===== src/rtl/operand_fetch_if.sv =====
// operand_fetch_if: decode-side, register-file, forwarding and execute-side signals of the operand stage.
interface operand_fetch_if #(parameter int XLEN = 64);
    logic            in_valid, in_ready;
    logic [XLEN-1:0] in_pc;
    logic [4:0]      in_rs1, in_rs2, in_rd;
    logic            in_use_rs1, in_use_rs2;
    logic [4:0]      rf_read_addr1, rf_read_addr2;
    logic [XLEN-1:0] rf_read_data1, rf_read_data2;
    logic            ex_fwd_valid, ex_is_load;
    logic [4:0]      ex_fwd_rd;
    logic [XLEN-1:0] ex_fwd_data;
    logic            mem_fwd_valid;
    logic [4:0]      mem_fwd_rd;
    logic [XLEN-1:0] mem_fwd_data;
    logic            flush;
    logic            out_valid, out_ready;
    logic [XLEN-1:0] out_pc, out_rs1_val, out_rs2_val;
    logic [4:0]      out_rd;
    logic [31:0]     stall_count;

    modport slave (
        input  in_valid, in_pc, in_rs1, in_rs2, in_rd, in_use_rs1, in_use_rs2,
               rf_read_data1, rf_read_data2, ex_fwd_valid, ex_fwd_rd, ex_fwd_data, ex_is_load,
               mem_fwd_valid, mem_fwd_rd, mem_fwd_data, flush, out_ready,
        output in_ready, rf_read_addr1, rf_read_addr2, out_valid, out_pc, out_rd,
               out_rs1_val, out_rs2_val, stall_count
    );

    modport master (
        output in_valid, in_pc, in_rs1, in_rs2, in_rd, in_use_rs1, in_use_rs2,
               rf_read_data1, rf_read_data2, ex_fwd_valid, ex_fwd_rd, ex_fwd_data, ex_is_load,
               mem_fwd_valid, mem_fwd_rd, mem_fwd_data, flush, out_ready,
        input  in_ready, rf_read_addr1, rf_read_addr2, out_valid, out_pc, out_rd,
               out_rs1_val, out_rs2_val, stall_count
    );
endinterface


===== src/rtl/operand_fetch.sv =====
// operand_fetch: RV64 operand stage with EX/MEM forwarding, load-use stall and a valid/ready output register.
module operand_fetch #(parameter int XLEN = 64) (
    input logic           clk,
    input logic           rst,
    operand_fetch_if.slave bus
);
    logic            ex1, ex2, mem1, mem2, hazard, capture;
    logic [XLEN-1:0] op1, op2;
    logic            valid_q, valid_d;
    logic [XLEN-1:0] pc_q, pc_d, rs1_q, rs1_d, rs2_q, rs2_d;
    logic [4:0]      rd_q, rd_d;
    logic [31:0]     stall_cnt_q, stall_cnt_d;

    assign bus.rf_read_addr1 = bus.in_rs1;
    assign bus.rf_read_addr2 = bus.in_rs2;
    assign bus.in_ready      = !hazard && !bus.flush && (!valid_q || bus.out_ready);
    assign bus.out_valid     = valid_q;
    assign bus.out_pc        = pc_q;
    assign bus.out_rd        = rd_q;
    assign bus.out_rs1_val   = rs1_q;
    assign bus.out_rs2_val   = rs2_q;
    assign bus.stall_count   = stall_cnt_q;

    always_comb begin
        ex1  = bus.ex_fwd_valid && bus.ex_fwd_rd == bus.in_rs1 && bus.in_rs1 != 5'd0 && bus.in_use_rs1;
        ex2  = bus.ex_fwd_valid && bus.ex_fwd_rd == bus.in_rs2 && bus.in_rs2 != 5'd0 && bus.in_use_rs2;
        mem1 = bus.mem_fwd_valid && bus.mem_fwd_rd == bus.in_rs1 && bus.in_rs1 != 5'd0 && bus.in_use_rs1;
        mem2 = bus.mem_fwd_valid && bus.mem_fwd_rd == bus.in_rs2 && bus.in_rs2 != 5'd0 && bus.in_use_rs2;
        // a load in EX has no data yet, so its match falls through to MEM/regfile and stalls instead
        op1  = bus.in_rs1 == 5'd0 ? '0 : (ex1 && !bus.ex_is_load) ? bus.ex_fwd_data :
               mem1 ? bus.mem_fwd_data : bus.rf_read_data1;
        op2  = bus.in_rs2 == 5'd0 ? '0 : (ex2 && !bus.ex_is_load) ? bus.ex_fwd_data :
               mem2 ? bus.mem_fwd_data : bus.rf_read_data2;
        hazard  = bus.in_valid && bus.ex_is_load && (ex1 || ex2);
        capture = bus.in_valid && !hazard && !bus.flush && (!valid_q || bus.out_ready);
        valid_d = bus.flush ? 1'b0 : capture ? 1'b1 : (valid_q && bus.out_ready) ? 1'b0 : valid_q;
        pc_d    = capture ? bus.in_pc : pc_q;
        rd_d    = capture ? bus.in_rd : rd_q;
        rs1_d   = capture ? op1 : rs1_q;
        rs2_d   = capture ? op2 : rs2_q;
        stall_cnt_d = (hazard && !bus.flush && stall_cnt_q != '1) ? stall_cnt_q + 32'd1 : stall_cnt_q;
    end

    always_ff @(posedge clk or posedge rst) begin
        if (rst) begin
            valid_q     <= 1'b0;
            pc_q        <= '0;
            rd_q        <= '0;
            rs1_q       <= '0;
            rs2_q       <= '0;
            stall_cnt_q <= '0;
        end else begin
            valid_q     <= valid_d;
            pc_q        <= pc_d;
            rd_q        <= rd_d;
            rs1_q       <= rs1_d;
            rs2_q       <= rs2_d;
            stall_cnt_q <= stall_cnt_d;
        end
    end
endmodule


===== src/flat_wrapper.sv =====
// flat-port wrapper written by rule: the top's interface ports become plain ports
module operand_fetch_flat 
#(parameter int XLEN = 64)
  (clk, rst, bus_in_valid, bus_in_pc, bus_in_rs1, bus_in_rs2, bus_in_rd, bus_in_use_rs1, bus_in_use_rs2, bus_rf_read_data1, bus_rf_read_data2, bus_ex_fwd_valid, bus_ex_fwd_rd, bus_ex_fwd_data, bus_ex_is_load, bus_mem_fwd_valid, bus_mem_fwd_rd, bus_mem_fwd_data, bus_flush, bus_out_ready, bus_in_ready, bus_rf_read_addr1, bus_rf_read_addr2, bus_out_valid, bus_out_pc, bus_out_rd, bus_out_rs1_val, bus_out_rs2_val, bus_stall_count);
  operand_fetch_if #(.XLEN(XLEN)) bus_i ();
  input logic clk;
  input logic rst;
  input wire logic [$bits(bus_i.in_valid)-1:0] bus_in_valid;
  input wire logic [$bits(bus_i.in_pc)-1:0] bus_in_pc;
  input wire logic [$bits(bus_i.in_rs1)-1:0] bus_in_rs1;
  input wire logic [$bits(bus_i.in_rs2)-1:0] bus_in_rs2;
  input wire logic [$bits(bus_i.in_rd)-1:0] bus_in_rd;
  input wire logic [$bits(bus_i.in_use_rs1)-1:0] bus_in_use_rs1;
  input wire logic [$bits(bus_i.in_use_rs2)-1:0] bus_in_use_rs2;
  input wire logic [$bits(bus_i.rf_read_data1)-1:0] bus_rf_read_data1;
  input wire logic [$bits(bus_i.rf_read_data2)-1:0] bus_rf_read_data2;
  input wire logic [$bits(bus_i.ex_fwd_valid)-1:0] bus_ex_fwd_valid;
  input wire logic [$bits(bus_i.ex_fwd_rd)-1:0] bus_ex_fwd_rd;
  input wire logic [$bits(bus_i.ex_fwd_data)-1:0] bus_ex_fwd_data;
  input wire logic [$bits(bus_i.ex_is_load)-1:0] bus_ex_is_load;
  input wire logic [$bits(bus_i.mem_fwd_valid)-1:0] bus_mem_fwd_valid;
  input wire logic [$bits(bus_i.mem_fwd_rd)-1:0] bus_mem_fwd_rd;
  input wire logic [$bits(bus_i.mem_fwd_data)-1:0] bus_mem_fwd_data;
  input wire logic [$bits(bus_i.flush)-1:0] bus_flush;
  input wire logic [$bits(bus_i.out_ready)-1:0] bus_out_ready;
  output wire logic [$bits(bus_i.in_ready)-1:0] bus_in_ready;
  output wire logic [$bits(bus_i.rf_read_addr1)-1:0] bus_rf_read_addr1;
  output wire logic [$bits(bus_i.rf_read_addr2)-1:0] bus_rf_read_addr2;
  output wire logic [$bits(bus_i.out_valid)-1:0] bus_out_valid;
  output wire logic [$bits(bus_i.out_pc)-1:0] bus_out_pc;
  output wire logic [$bits(bus_i.out_rd)-1:0] bus_out_rd;
  output wire logic [$bits(bus_i.out_rs1_val)-1:0] bus_out_rs1_val;
  output wire logic [$bits(bus_i.out_rs2_val)-1:0] bus_out_rs2_val;
  output wire logic [$bits(bus_i.stall_count)-1:0] bus_stall_count;
  assign bus_i.in_valid = bus_in_valid;
  assign bus_i.in_pc = bus_in_pc;
  assign bus_i.in_rs1 = bus_in_rs1;
  assign bus_i.in_rs2 = bus_in_rs2;
  assign bus_i.in_rd = bus_in_rd;
  assign bus_i.in_use_rs1 = bus_in_use_rs1;
  assign bus_i.in_use_rs2 = bus_in_use_rs2;
  assign bus_i.rf_read_data1 = bus_rf_read_data1;
  assign bus_i.rf_read_data2 = bus_rf_read_data2;
  assign bus_i.ex_fwd_valid = bus_ex_fwd_valid;
  assign bus_i.ex_fwd_rd = bus_ex_fwd_rd;
  assign bus_i.ex_fwd_data = bus_ex_fwd_data;
  assign bus_i.ex_is_load = bus_ex_is_load;
  assign bus_i.mem_fwd_valid = bus_mem_fwd_valid;
  assign bus_i.mem_fwd_rd = bus_mem_fwd_rd;
  assign bus_i.mem_fwd_data = bus_mem_fwd_data;
  assign bus_i.flush = bus_flush;
  assign bus_i.out_ready = bus_out_ready;
  assign bus_in_ready = bus_i.in_ready;
  assign bus_rf_read_addr1 = bus_i.rf_read_addr1;
  assign bus_rf_read_addr2 = bus_i.rf_read_addr2;
  assign bus_out_valid = bus_i.out_valid;
  assign bus_out_pc = bus_i.out_pc;
  assign bus_out_rd = bus_i.out_rd;
  assign bus_out_rs1_val = bus_i.out_rs1_val;
  assign bus_out_rs2_val = bus_i.out_rs2_val;
  assign bus_stall_count = bus_i.stall_count;
  operand_fetch #(.XLEN(XLEN)) u_core (.clk(clk), .rst(rst), .bus(bus_i));
endmodule

===== config.mk =====
export PLATFORM = sky130hd
export DESIGN_NAME = operand_fetch_flat
export DESIGN_NICKNAME = d
export VERILOG_FILES = /design/src/rtl/operand_fetch_if.sv /design/src/rtl/operand_fetch.sv /design/src/flat_wrapper.sv
export SDC_FILE = /design/constraint.sdc
export NUM_CORES = 1
export LEC_CHECK = 0
export CAP_MARGIN = 5
export CORE_AREA = 5 5 227 229
export CTS_CLUSTER_SIZE = 25
export DETAILED_ROUTE_END_ITERATION = 8
export DIE_AREA = 0 0 232 234
export GPL_ROUTABILITY_DRIVEN = 0
export SLEW_MARGIN = 25
export SYNTH_ARGS = -nofsm -noshare
export SYNTH_HDL_FRONTEND = slang
export SYNTH_SLANG_ARGS = --single-unit

===== constraint.sdc =====
create_clock -name clk -period 9 [get_ports clk]
set_clock_uncertainty 0.15 [all_clocks]
set_input_delay 2.25 -clock clk [delete_from_list [all_inputs] [get_ports clk]]
set_output_delay 2.25 -clock clk [all_outputs]
set_load 0.02 [all_outputs]

# Yosys cells after proc, flatten, opt, wreduce, memory -nomap -nowiden
# Cells that the tools add are included.
# op_classes
n_eq_ne	5
n_addsub	1
n_reduce_logical	35
muxes	9
# ops
operator	n
two-way mux 64 bit	6
adder 32 x 1 -> 32 bit (second input constant)	1
inequality test 32 bit (second input constant)	1
logical AND 1 bit	24
equality test 5 bit	4
logical NOT 5 bit	2
nonzero test 5 bit	2
logical NOT 1 bit	4
two-way mux 1 bit	3
nonzero test 3 bit	1
logical OR 1 bit	2
# totals
word_cells	56
output_inout_bits	241
ff_bits	230

# Longest topological paths before layout
# Gate-level depths: netlist (run 1).
# depth
word_depth	12
mapped_depth	9
depth_no_buf	7

# Least setup slack after synthesis (run 1)
# OpenSTA, ideal clock, no wires.
# synth_timing
kind	input-to-output
from	in bus_in_rs2[1]
to	out bus_in_ready
stages	7
path_slack_ns	2.336
arrival_time_ns	4.264
required_ns	6.600
path_cell_list	or4_4 nor2_4 nand4b_1 buf_2 o21ai_2 clkbuf_1 a221oi_1
# synth_via
elab_chain_cells	9
word_cells_on_any_way	10
classes_between	eq/ne (1); reduce/logical (9)
# synth_rtl
item	line	rtl
start, declared	flat_wrapper.sv:11	input wire logic [$bits(bus_i.in_rs2)-1:0] bus_in_rs2;
equality test 5 bit	operand_fetch.sv:26	ex2 = bus.ex_fwd_valid && bus.ex_fwd_rd == bus.in_rs2 && bus.in_rs2 != 5'd0 && bus.in_use_rs2;
logical AND 1 bit	operand_fetch.sv:26	
logical AND 1 bit * (2 in a row)	operand_fetch.sv:26	
logical OR 1 bit *	operand_fetch.sv:34	hazard = bus.in_valid && bus.ex_is_load && (ex1 || ex2);
logical AND 1 bit *	operand_fetch.sv:34	
logical NOT 1 bit *	operand_fetch.sv:16	assign bus.in_ready = !hazard && !bus.flush && (!valid_q || bus.out_ready);
logical AND 1 bit * (2 in a row)	operand_fetch.sv:16	
end, declared	flat_wrapper.sv:26	output wire logic [$bits(bus_i.in_ready)-1:0] bus_in_ready;
# Every way passes the cells marked *; elsewhere a longest branch is shown, timed or not.

# Worst setup path in the final report (run 1)
# Ends and elaborated chain as after synthesis.

==> results of run 1 <==
-- cell usage in the layout, fill, tap and decap left out, types with 21 or more instances in the layout --
cell             instances
mux2_1                  69
or2_2                   65
clkbuf_16               29
nand2_1                279
nand3_1                147
dfrtp_1                230
clkdlybuf4s50_1        595
a32o_1                 128
xnor2_1                 29
or3_1                   67
xor2_1                  21
-- power groups by stage --
| stage | combinational (uW) | clock (uW) | sequential, uW |
|---|---|---|---|
| global placement | 992 | 0 | 1280 |
| floorplan | 224 | 0 | 1470 |
| global route | 1040 | 1300 | 1290 |
| finish | 991 | 1230 | 1270 |
| detailed placement | 999 | 0 | 1290 |
| CTS | 1000 | 1270 | 1270 |
-- worst min-delay path by stage --
stage                                     startpoint                    endpoint  slack [ns]
after floorplan           u_core.bus.stall_count[19]  u_core.bus.stall_count[19]        0.44
after global placement          u_core.bus.out_pc[2]        u_core.bus.out_pc[2]        0.32
after detailed placement  u_core.bus.stall_count[19]  u_core.bus.stall_count[19]        0.33
after CTS                 u_core.bus.out_rs1_val[10]  u_core.bus.out_rs1_val[10]        0.34
after global routing           u_core.bus.out_pc[36]       u_core.bus.out_pc[36]        0.35
final                          u_core.bus.out_pc[36]       u_core.bus.out_pc[36]        0.34
-- cell type report --
class                   count  area [sq um]  share of cell area [%]
repair buffers            612          6121                   31.49
flip-flops and latches    230          5756                   29.61
multi-input cells         884          5684                   29.24
clock buffers              40         867.1                   4.461
well taps                 672         840.8                   4.326
clock inverters            12         147.6                  0.7596
inverters                   3         18.77                 0.09656
diodes                      1         2.502                 0.01287
-- synthesized netlist by cell type, types with 3 or more instances --
master    instances
a32o_1          128
and3_1            5
buf_1             5
buf_2            39
buf_4            15
clkbuf_1         51
dfrtp_1         230
inv_1             3
mux2_1           69
nand2_1         279
nand2b_1          3
nand3_1         147
nand4_1          12
nor2_1            6
nor2b_1           3
nor3_1           11
nor4_1            9
or2_2            66
or3_1            67
or4_1             3
xnor2_1          29
xor2_1           21
-- metal layers --
metal,track usage (%),vias to the layer above
met1,23.11,5970
li1,-,5457
met4,5.650,4
met5,0,-
met2,33.82,559
met3,4.637,91
-- cell families after synthesis --
| kind of cell | share of synthesized area [%] |
|---|---|
| mux | 6.609 |
| xor+xnor | 3.671 |
| simple gates | 25.64 |
| flops | 48.25 |
| buf+inv | 4.437 |
| compound gates | 11.29 |
| fa+ha+maj | 0.1049 |
-- sequential cells by signal, summed over array words and instances, names as in the netlist --
register                count
u_core.bus.out_pc          64
u_core.bus.out_rd           5
u_core.bus.out_rs1_val     64
u_core.bus.out_rs2_val     64
u_core.bus.out_valid        1
u_core.bus.stall_count     32
-- worst max-delay path, cell delays in order --
cell and delay, ns:
clkdlybuf4s50_1 0.55, or4_4 0.60, nor2_4 0.18, nand4b_1 0.19, o21ai_2 0.07, buf_4 0.22, a221oi_1 0.26, clkdlybuf4s50_1 0.67
-- stage by stage --
step	power [uW]	worst slack, ns	hold WS (ns)	utilization (%)	cells
3_5_place_dp	2288	1.575	0.3298	37.25	2401
4_1_cts	3543	1.566	0.3427	39.30	2453
2_1_floorplan	1691	0.2954	0.4429	-	1227
6_report	3495	1.589	0.3399	39.31	2454
3_3_place_gp	2273	1.586	0.3221	37.24	2401
5_1_grt	3633	1.435	0.3450	39.30	2453
==> metrics, run 1 <==
warning count from the yosys run 0; horizontal die dimension 232 um; floorplan core area 49450 sq um; Critical path origin bus_in_rs2[1]; Seq/Total Area, Yosys 48.25%; max-slew headroom at the worst pin 37.69%; detailed-routed wire length on met3 4.159 mm; Die Y 234 um; biggest area contributors in the synthesized netlist dfrtp_1 48%, a32o_1 11%, nand2_1 8.8%; top-area cell type share of the netlist area 48.25%; aggregate global-route resource usage 19.09%; leakage 0.007845 uW; wire length on met1 21.72 mm; final critical-path required period 7.411 ns; number of nets in the layout 2115; number of antenna violations at the first check in global routing 2; number of buffers inserted by port buffering 595; global-route wire length before repair 80.81 mm; R2R Setup Slk 6.03 ns; starting density of the core 24.12%; area growth from synthesis to layout 62.96%; final-report max-slew violation count 0; cell area after layout 19440 sq um; CTS tree yes; setup repair after global routing missed its margin no; detail-routed via count per cell 4.923; number of gates resized after cts 0; synthesized instance count 1227; count of nets left with antenna violations after detail routing 0; Final period util 82.34%; count of filler cells inserted in the layout 4922; Std-Cell Rows 82; Post CTS Setup Buffer Count 0; Cells on Worst Hold Path 1; biggest fanout along the worst timing path 18; Iter 0 DRT Violations 809; CP Capture Type primary output; overall die area 54290 sq um; data arrival time of the critical path 5.01 ns; netlist area before placement 11930 sq um; Post-Synthesis Net Count 1583; number of global-route vias before repair 12720; endpoints failing setup 0; FF-to-FF End u_core.bus.out_pc[30]; First-pass DRT Iterations 7; pin count of the biggest net entering global routing 129; fraction of registers with async set/reset 100.0%; net switching power 1040 uW; Mean Syn Cell Area 9.721 sq um; sum of routed wire length over all layers 55.41 mm; crit path launch type input pin; portion of total power attributed to the clock network 35.3%; total negative slack 0 ns; placed wire-length estimate after detailed placement 39.63 mm; drt drc 0; clock-pin slew on the worst setup and hold paths 0.06 ns; share of final-layout standard cells stronger than drive strength 1 8.254%; Post-synth top flop dfrtp_1; CTS HTree Levels 1; actual slew at the worst max-slew pin 0.9347 ns; register bit total from synthesis 230; DR vias 12080; Inserted Clock Buffers 28; post-synthesis cell type count 42; portion of total power attributed to sequential cells 36.4%; hold-fix buffer count after cts 0; Switching Fraction 29.75%; internal power consumption 2455 uW; status finished clean; number of sinks on the clock net 230; r2r worst-path depth 5; clock tree root buffer cell clkbuf_16; capturing instance or port of the critical path bus_in_ready; worst-case vdd ir drop 0.1208 mV; required arrival time at the worst endpoint 6.60 ns; biggest area consumer among synthesized cells dfrtp_1; share of total power in combinational logic 28.3%; number of enable-type register cells in the synthesized netlist 0; grt total ovfl 0; Longest Clk Path Bufs 3; Routed WL per cell 22.58 um; uppermost layer routed met5; ratio of total power to cell area 179.8 nW/um^2; I/O Pins 596; maximum operating frequency 134.9 MHz; Hold WC Path Type flip-flop to flip-flop; worst reg2reg startpoint u_core.bus.out_valid; max cap viols 0; count of endpoints failing hold in the final timing report 0; metal2 WL 27.77 mm; DP Area 18420 sq um; clock insertion delay at the later pin of the skew report 0.56 ns; Worst Path Class, Setup input pin to primary output
Note: power is estimated with default switching activity, not from simulation.
==> inputs of run 2 (changes only) <==
Clock period 9 ns to 6.4 ns, I/O delays scaled along.
==> run 2 against run 1 <==
  * Via count about the same
  * Sequential cell count unchanged
  * Global-route usage decreased by 0.65 points
  * Sequential share of layout area is essentially flat
  * Non-clock buffer count is 3 higher
  * Clock-buffer cell count did not move
  * First-iteration DRC count rose by 12%
  * Core utilization about the same
  * Combinational power rose by 40%
  * Clock power increased by 33%
  * Die area stayed put
  * Cell count grew 0.20%
  * Critical path type unchanged
==> metrics, run 2 (synthesized netlist as in run 1, its figures left out) <==
status finished clean; CP Cell Sequence clkdlybuf4s50_1 -> or4_4 -> nor2_4 -> nand4b_1 -> o21ai_2 -> a221oi_1 -> clkdlybuf4s50_1; Hold Startpoint u_core.bus.out_rs2_val[22]; starting density of the core 24.12% (unchanged); floorplan core area 49450 sq um (unchanged); DP Area 18470 sq um (+0.29%); number of gates resized after cts 0 (unchanged); worst-case vdd ir drop 0.1715 mV (+42%); worst reg2reg startpoint u_core.bus.stall_count[20]; most frequent cells in the layout 595 x clkdlybuf4s50_1, 279 x nand2_1, 230 x dfrtp_1; most common cell after layout, fill and taps aside clkdlybuf4s50_1; actual slew at the worst max-slew pin 0.9577 ns (+0.02300 ns); capturing instance or port of the critical path bus_in_ready; count of endpoints failing hold in the final timing report 0 (unchanged); Post CTS Setup Buffer Count 0 (unchanged); buffers plus inverters on the worst setup path 2 (-1); delay of the slowest cell on the worst path 0.66 ns (about the same); final-report max-slew violation count 0 (unchanged); number of sinks on the clock net 230 (unchanged); multi-input combinational cell area 5682 sq um (about the same); final critical-path required period 5.846 ns; area growth from synthesis to layout 62.80% (about the same); CP Capture Type primary output; overall die area 54290 sq um (unchanged); sequential cell area in the final layout 5756 sq um (unchanged); CTS tree yes; required arrival time at the worst endpoint 4.65 ns (-1.95 ns); Iter 0 DRT Violations 905 (+12%); detail-routed via count per cell 4.918 (-0.10%); Std-Cell Rows 82 (unchanged); clock insertion delay at the later pin of the skew report 0.55 ns (about the same); max-slew headroom at the worst pin 36.15% (-1.5 points); CTS HTree Levels 1 (unchanged); endpoints failing setup 0 (unchanged); total negative slack 0 ns (unchanged); data arrival time of the critical path 4.10 ns (-0.91 ns); most repeated library cell on the critical path clkdlybuf4s50_1; Worst path slowest cell clkdlybuf4s50_1; family with the most delay on the worst path buffers and inverters; number of global-route vias before repair 12450 (-2.1%); Die Y 234 um (unchanged); placed wire-length estimate after detailed placement 38.32 mm (-3.3%); count of nets left with antenna violations after detail routing 0 (unchanged); Routed WL per cell 21.79 um (-3.5%); setup repair after global routing missed its margin no; non-filler cells in the finished layout 2459 (+0.20%); global-route wire length before repair 78.47 mm (-2.9%); biggest fanout along the worst timing path 4 (-14); drt drc 0 (unchanged); cell area after layout 19420 sq um (about the same); number of placed instances, taps included 2404 (+0.12%); Final period util 91.34%; number of buffers inserted by port buffering 595 (unchanged); Longest Clk Path Bufs 3 (unchanged); aggregate global-route resource usage 18.44% (-0.65 points); r2r worst-path depth 6 (+1); grt total ovfl 0 (unchanged); clock-pin slew on the worst setup and hold paths 0.06 ns (about the same); number of antenna violations at the first check in global routing 1 (-1); minimum hold slack 0.3385 ns (-0.001336 ns); Hold WC Path Type flip-flop to flip-flop; clock tree root buffer cell clkbuf_16; critical path depth in cells 7 (-1); Critical path origin bus_in_rs2[1]; FF-to-FF End u_core.bus.stall_count[1]; leakage 0.007827 uW (-0.22%); max cap viols 0 (unchanged); sum of routed wire length over all layers 53.58 mm (-3.3%); crit path launch type input pin; number of nets in the layout 2119 (+0.19%); DR vias 12090 (+0.099%); I/O Pins 596 (unchanged); share of final-layout standard cells stronger than drive strength 1 8.128% (-0.13 points); hold-fix buffer count after cts 0 (unchanged); count of filler cells inserted in the layout 4929 (+0.14%); horizontal die dimension 232 um (unchanged); maximum operating frequency 171.1 MHz; First-pass DRT Iterations 5 (-2); Inserted Clock Buffers 29 (+3.6%); ratio of total power to cell area 247.5 nW/um^2 (+38%); R2R Setup Slk 3.58 ns (-2.45 ns); pin count of the biggest net entering global routing 122 (-5.4%); Worst Path Class, Setup input pin to primary output
-- run 2: cell count changes in the layout (fill, tap and decap cells not counted), sizes merged --
| cell | before | now |
|---|---|---|
| bufinv | 3 | 2 |
| diode | 1 | 3 |
| inv | 3 | 4 |
| buf | 17 | 20 |
-- run 2: area by class of cell --
type | count | share of cell area (%)
well taps | 672 | 4.330
repair buffers | 615 | 31.83
clock buffers | 40 | 4.207
clock inverters | 12 | 0.6186
flip-flops and latches | 230 | 29.64
multi-input cells | 884 | 29.26
diodes | 3 | 0.03866
inverters | 3 | 0.07732
-- run 2: metrics by stage --
stage                     power, uW  worst slack (ns)  utilization [%]
after floorplan                2378             1.036                -
after global placement         3191            0.5531            37.36
after detailed placement       3208            0.5319            37.36
after CTS                      4861            0.5278            39.25
after global routing           5001            0.3743            39.26
final                          4807            0.5541            39.27
-- run 2: where the power goes --
part / internal [uW] / switching, uW / total, uW
clock: 968 / 665 / 1630
combinational: 730 / 655 / 1390
sequential: 1670 / 122 / 1790
-- run 2: worst register-to-register path: stages, from the launching register on --
cell and delay [ns]:
dfrtp_1 0.44, nand3_1 0.19, nor3_1 0.55, and4_1 0.54
nand2b_1 0.41, nor2_1 0.13, mux2_2 0.30
-- run 2: worst min-delay path by stage --
stage / cells after the start / to / slack [ns]
after floorplan: 1 / u_core.bus.stall_count[19] / 0.44
after global placement: 1 / u_core.bus.out_rs2_val[55] / 0.32
after detailed placement: 1 / u_core.bus.out_pc[42] / 0.33
after CTS: 1 / u_core.bus.out_rs2_val[49] / 0.34
after global routing: 1 / u_core.bus.out_rs2_val[62] / 0.36
final: 1 / u_core.bus.out_rs2_val[22] / 0.34
-- run 2: per-layer routing --
layer  global-route usage [%]  vias to the layer above  share of wire [%]
met4                    5.521                        0                2.9
met5                        0                        -                  0
li1                         -                     5474                  -
met1                    22.84                     5968                 39
met2                    32.05                      568                 50
met3                    4.432                       83                8.1
==> inputs of run 3 (changes only) <==
Settings changed: CAP_MARGIN 5 to 10, SKIP_LAST_GASP set to 1.
==> results of run 3 <==
Same layout as run 2: the final DEF is identical, and so are final timing and power.
